<file path="src/rtl/period_meter.sv">
// -----------------------------------------------------------------------------
// period_meter
//
// Measures the period and high time of a slow, asynchronous square wave in
// units of the system clock. sig_in passes through a three-flop synchronizer.
// Rising and falling edges are detected on the synchronized copy. A saturating
// counter runs between rising edges. The first rising edge only arms the
// meter. Each later rising edge publishes the edge-to-edge spacing
// (period) and the count captured at the falling edge (high_time).
//
// Ports:
//   clk_in     in   1      system clock, rising edge
//   rst        in   1      synchronous reset, active low
//   sig_in     in   1      asynchronous waveform to measure
//   period     out  WIDTH  cycles between the last two rising edges
//   high_time  out  WIDTH  cycles sig_in was high within that period
//   valid      out  1      one-cycle pulse when period/high_time update
//   timeout    out  1      sticky: no rising edge within MAX_COUNT cycles
//   busy       out  1      high while a measurement is in progress
// -----------------------------------------------------------------------------
module period_meter #(
  parameter int unsigned      WIDTH     = 31,
  parameter logic [WIDTH-1:0] MAX_COUNT = {WIDTH{1'b1}}
) (
  input  logic             clk_in,
  input  logic             rst,
  input  logic             sig_in,
  output logic [WIDTH-1:0] period,
  output logic [WIDTH-1:0] high_time,
  output logic             valid,
  output logic             timeout,
  output logic             busy
);

  typedef enum logic {
    ST_IDLE    = 1'b0,
    ST_MEASURE = 1'b1
  } state_e;

  state_e state_q, state_d;

  logic s1_q, s2_q, s3_q;
  logic rise, fall;

  logic [WIDTH-1:0] cnt_q, cnt_d;
  logic [WIDTH-1:0] hi_sh_q, hi_sh_d;
  logic [WIDTH-1:0] period_q, period_d;
  logic [WIDTH-1:0] high_q, high_d;
  logic             valid_q, valid_d;
  logic             timeout_q, timeout_d;
  logic             at_max;

  // Synchronizer. s1 may go metastable; edges are taken from s2/s3 only.
  always_ff @(posedge clk_in) begin
    if (!rst) begin
      s1_q <= 1'b0;
      s2_q <= 1'b0;
      s3_q <= 1'b0;
    end else begin
      s1_q <= sig_in;
      s2_q <= s1_q;
      s3_q <= s2_q;
    end
  end

  assign rise   = s2_q & ~s3_q;
  assign fall   = ~s2_q & s3_q;
  assign at_max = (cnt_q == MAX_COUNT);

  // FSM: state register
  always_ff @(posedge clk_in) begin
    if (!rst) begin
      state_q <= ST_IDLE;
    end else begin
      state_q <= state_d;
    end
  end

  // FSM: next-state logic. A rise at the saturation point wins over timeout.
  always_comb begin
    state_d = state_q;
    case (state_q)
      ST_IDLE: begin
        if (rise) state_d = ST_MEASURE;
      end
      ST_MEASURE: begin
        if (!rise && at_max) state_d = ST_IDLE;
      end
      default: state_d = ST_IDLE;
    endcase
  end

  // FSM: outputs
  always_comb begin
    busy = (state_q == ST_MEASURE);
  end

  // Measurement datapath next-state
  always_comb begin
    cnt_d     = cnt_q;
    hi_sh_d   = hi_sh_q;
    period_d  = period_q;
    high_d    = high_q;
    valid_d   = 1'b0;
    timeout_d = timeout_q;

    if (rise) begin
      // cnt already holds the edge-to-edge spacing; restart at 1 so the
      // next publish again equals the spacing.
      cnt_d   = WIDTH'(1);
      hi_sh_d = '0;  // no fall before the next rise means high_time = 0
      if (state_q == ST_MEASURE) begin
        period_d  = cnt_q;
        high_d    = hi_sh_q;
        valid_d   = 1'b1;
        timeout_d = 1'b0;
      end
    end else if (state_q == ST_MEASURE) begin
      if (at_max) begin
        timeout_d = 1'b1;       // counter saturates; it does not wrap
      end else begin
        cnt_d = cnt_q + WIDTH'(1);
      end
      if (fall) hi_sh_d = cnt_q;
    end
  end

  always_ff @(posedge clk_in) begin
    if (!rst) begin
      cnt_q     <= '0;
      hi_sh_q   <= '0;
      period_q  <= '0;
      high_q    <= '0;
      valid_q   <= 1'b0;
      timeout_q <= 1'b0;
    end else begin
      cnt_q     <= cnt_d;
      hi_sh_q   <= hi_sh_d;
      period_q  <= period_d;
      high_q    <= high_d;
      valid_q   <= valid_d;
      timeout_q <= timeout_d;
    end
  end

  assign period    = period_q;
  assign high_time = high_q;
  assign valid     = valid_q;
  assign timeout   = timeout_q;

endmodule

</file>
<file path="config.mk">
export PLATFORM = sky130hd
export DESIGN_NAME = period_meter
export DESIGN_NICKNAME = d
export VERILOG_FILES = /design/src/rtl/period_meter.sv
export SDC_FILE = /design/constraint.sdc
export NUM_CORES = 1
export LEC_CHECK = 0
export ABC_AREA = 0
export BUFFER_PORTS_ARGS = -buffer_cell sky130_fd_sc_hd__buf_2
export CORE_MARGIN = 3
export CORE_UTILIZATION = 56
export CTS_CLUSTER_DIAMETER = 80
export CTS_CLUSTER_SIZE = 28
export DETAILED_ROUTE_END_ITERATION = 7
export PLACE_DENSITY_LB_ADDON = 0.05
export SETUP_SLACK_MARGIN = 0.15
export SYNTH_ARGS = -nofsm -noshare
export SYNTH_HDL_FRONTEND = slang
export SYNTH_SLANG_ARGS = --single-unit
</file>
<file path="constraint.sdc">
create_clock -name clk_in -period 2.4 [get_ports clk_in]
set_input_delay 0.48 -clock clk_in [delete_from_list [all_inputs] [get_ports clk_in]]
set_output_delay 0.48 -clock clk_in [all_outputs]
set_load 0.01 [all_outputs]
</file>
==> results by group <==
CTS
  – Sink Count: 130
  – Root Driver: clkbuf_8
  – Post-CTS Hold Fix Bufs: 0
  – # resized after CTS: 0
  – CTS tree: built
  – H-tree depth: 4
  – Post-CTS setup buffers: 0
  – CTS Buf Count: 17
  – Max clock buf depth: 2
  – Worst skew pair latency: 0.51 ns
  – CTS clock-pin slew for the worst setup and hold paths: 0.06 ns

Power and ir drop
  – Static Leak: 2.31 nW
  – Internal Power: 3.81 mW
  – Pwr/cell area: 828 nW/µm²
  – Sw power: 1.03 mW
  – Max IR drop VDD: 0.463 mV
  – Switching Fraction: 21.3%
  – Sequential Power Share: 44.9%
  – Clock power share: 53.5%
  – Comb pwr share: 1.6%

Critical path
  – Startpoint types: flip-flop
  – Worst Path Max Fanout: 9
  – Reg2reg setup slack: 0.32 ns
  – CP bufs+invs: 0
  – CP Class: reg2reg
  – R2R depth: 5
  – Worst Setup End Kind: flip-flop
  – Reg2Reg Launch Point: cnt_q[5]
  – Cell Chain, Critical Path: and4_4, nand3_4, a2111oi_4, a31oi_1, a41o_1
  – Required time of the critical path: 2.79 ns
  – R2R Path End: cnt_q[23]
  – Crit path max-delay family: compound AO/OA/AOI/OAI gates
  – Crit path DAT: 2.47 ns
  – Slowest stage delay, CP: 0.61 ns
  – Critical Path Slowest Stage Cell: a2111oi_4

Drt
  – Drt first pass iters: 4
  – Final wirelength: 10500 µm
  – Routed len/inst: 15.7 µm
  – Antenna-violating nets left: 0
  – Avg Vias per Cell: 5.73
  – Via count: 3826
  – DRC violations left: 0
  – DRT iter0 DRCs: 240

STA
  – Final hold viol count: 0
  – Worst slew pin tran: 0.676 ns
  – Max-slew headroom: 54.7%
  – Slew Limit Fails: 0
  – Final Skew: 0.00963 ns
  – Minimum clock period: 2.08 ns
  – Total negative slack: 0 ns
  – Max Fclk: 481 MHz
  – Unrepaired setup endpoints after global routing: no
  – Setup-failing EPs final: 0
  – WHS: 0.177 ns
  – Period utilisation layout: 86.5%

Logic synthesis
  – Mapped Cells: 498
  – Synthesis Warnings: 0
  – Net count of the mapped netlist: 502
  – Most used DFF post-synth: dfxtp_1
  – Synth Cell Area: 4850 µm²
  – Register area share after synthesis: 53.6%
  – Fraction of registers with async set/reset: 0%
  – EDFF count, synth: 0
  – Synth cell types: 48
  – Synthesized area per cell: 9.74 µm²
  – Seq cells post-synth: 130

GRT
  – Overall Global Routing Usage: 22.5%
  – First-pass GRT wire length: 17900 µm
  – Vias in the first global route: 3629
  – Largest net degree at the start of global routing: 64
  – Initial antenna violation count: 0
  – GRT overflow: 0

Floorplan
  – # IOs: 68
  – # rows: 33
  – Total die area: 9820 µm²
  – Die width: 99.1 µm
  – Core footprint: 8300 µm²
  – Starting density of the core: 58.5%
  – Die height: 99.1 µm

Worst hold path
  – Worst Hold Launch: sig_in
  – Hold Path Stages: 2
  – Tightest Hold Check Type: in2reg
  – Hold endpoint: s1_q

Status
  – Status: finished clean

Placement
  – PortBufs: 67
  – Routability Congestion: 0.846
  – DP HPWL: 6770 µm

Job
  – MaxCap Viol Count: 0

Layout
  – Area grow syn2layout: 20.4%
  – Fillcell total: 638
  – Reg area: 2600 µm²
  – Fraction of layout cells with a size suffix above 1: 23.1%
  – # nets final: 554
  – Area of the multi-input gates: 2060 µm²
  – Antenna Cells: 0
layout by cell type (no fill, tap or decap), drive strengths merged, types with 6 or more instances in the layout:
master  Yosys  final
a22o       62     62
xnor2      13     13
o21ai       6      6
nand2      82     82
dfxtp     130    130
nand4      13     13
a21oi      48     48
nor2       24     24
clkbuf     25     18
nand3      14     14
clkinv      0      6
inv         6      9
buf        17     75
a31o        6      6
flip-flops by register name, summed over array words and instances (netlist names):
signal / cells
timeout: 1
valid: 1
cnt_q: 31
hi_sh_q: 31
s3_q: 1
s1_q: 1
busy: 1
period: 31
high_time: 31
s2_q: 1
cell usage after synthesis, types with 2 or more instances:
library cell,instances,area [µm²]
o21ai_0,6,30.0
a22o_1,62,543
nand4_2,3,37.5
nand3_1,10,50.1
a21oi_1,48,240
buf_1,4,15.0
or3_1,5,31.3
clkbuf_1,23,86.3
or4_1,2,15.0
and4_4,2,22.5
nor4_4,2,42.5
a21boi_0,2,15.0
a211oi_1,5,37.5
a31o_1,3,26.3
nand3_2,3,30.0
a31oi_1,2,12.5
and3_1,4,25.0
clkbuf_2,2,10.0
xnor2_1,13,114
nor3_1,4,20.0
and2_1,4,25.0
nand2_1,82,308
a2111oi_0,3,26.3
dfxtp_1,130,2600
a2111oi_4,2,55.1
buf_2,10,50.1
nand4_1,9,56.3
inv_1,6,22.5
nor2_1,24,90.1
buf_4,2,15.0
o31ai_1,2,15.0
a31o_2,3,26.3
through the flow:
stage / area, µm² / utilization (%) / cells / total power, mW / setup WS [ns]
after CTS: 5840 / 70.4 / 668 / 4.88 / 0.259
after detailed placement: 5240 / 63.1 / 636 / 2.30 / 0.280
after global placement: 5240 / 63.1 / 636 / 2.30 / 0.346
after global routing: 5840 / 70.4 / 668 / 4.98 / 0.153
final: 5840 / 70.4 / 668 / 4.84 / 0.323
after floorplan: 4850 / - / 498 / 2.27 / 0.508
per-layer routing:
metal	GRT usage, %	vias to the layer above	routed length, µm
li1	-	1893	-
met1	30.9	1819	4900
met2	34.9	106	5040
met3	5.66	8	476
met4	6.93	0	98
met5	0	-	0
power by group through the flow:
stage	Combinational [mW]	Clock, mW	Sequential (mW)
after global routing	0.0891	2.72	2.17
after CTS	0.0810	2.62	2.17
after floorplan	0.0557	0	2.22
after detailed placement	0.0801	0	2.22
after global placement	0.0775	0	2.22
final	0.0793	2.59	2.17
final cells by class:
cell class / count / area share, %
multi-input combinational: 320 / 35.3
inverter: 6 / 0.385
timing repair buffer: 75 / 7.19
tap: 105 / 2.25
sequential: 130 / 44.5
clock buffer: 18 / 7.32
clock inverter: 14 / 3.06
how the worst max path moves through the flow:
| stage | start | end | depth (start not counted) |
|---|---|---|---|
| 2_1_floorplan | cnt_q[0] | cnt_q[18] | 7 |
| 3_3_place_gp | cnt_q[0] | cnt_q[23] | 7 |
| 3_5_place_dp | cnt_q[0] | cnt_q[23] | 7 |
| 4_1_cts | cnt_q[0] | cnt_q[23] | 7 |
| 5_1_grt | cnt_q[0] | cnt_q[23] | 7 |
| 6_report | cnt_q[5] | cnt_q[23] | 5 |
cell families (layout without fill, tap and decap cells):
logic type / after synthesis / after routing / share of synthesized area, %
XOR/XNOR: 13 / 13 / 2.35
multiplexers: 1 / 1 / 0.206
buffers and inverters: 48 / 113 / 4.33
adder cells (fa/ha/maj): 1 / 1 / 0.258
AND/OR/NAND/NOR: 163 / 163 / 17.4
flip-flops: 130 / 130 / 53.6
AO/OA/AOI/OAI: 142 / 142 / 21.8
(Power assumes the default switching activity.)
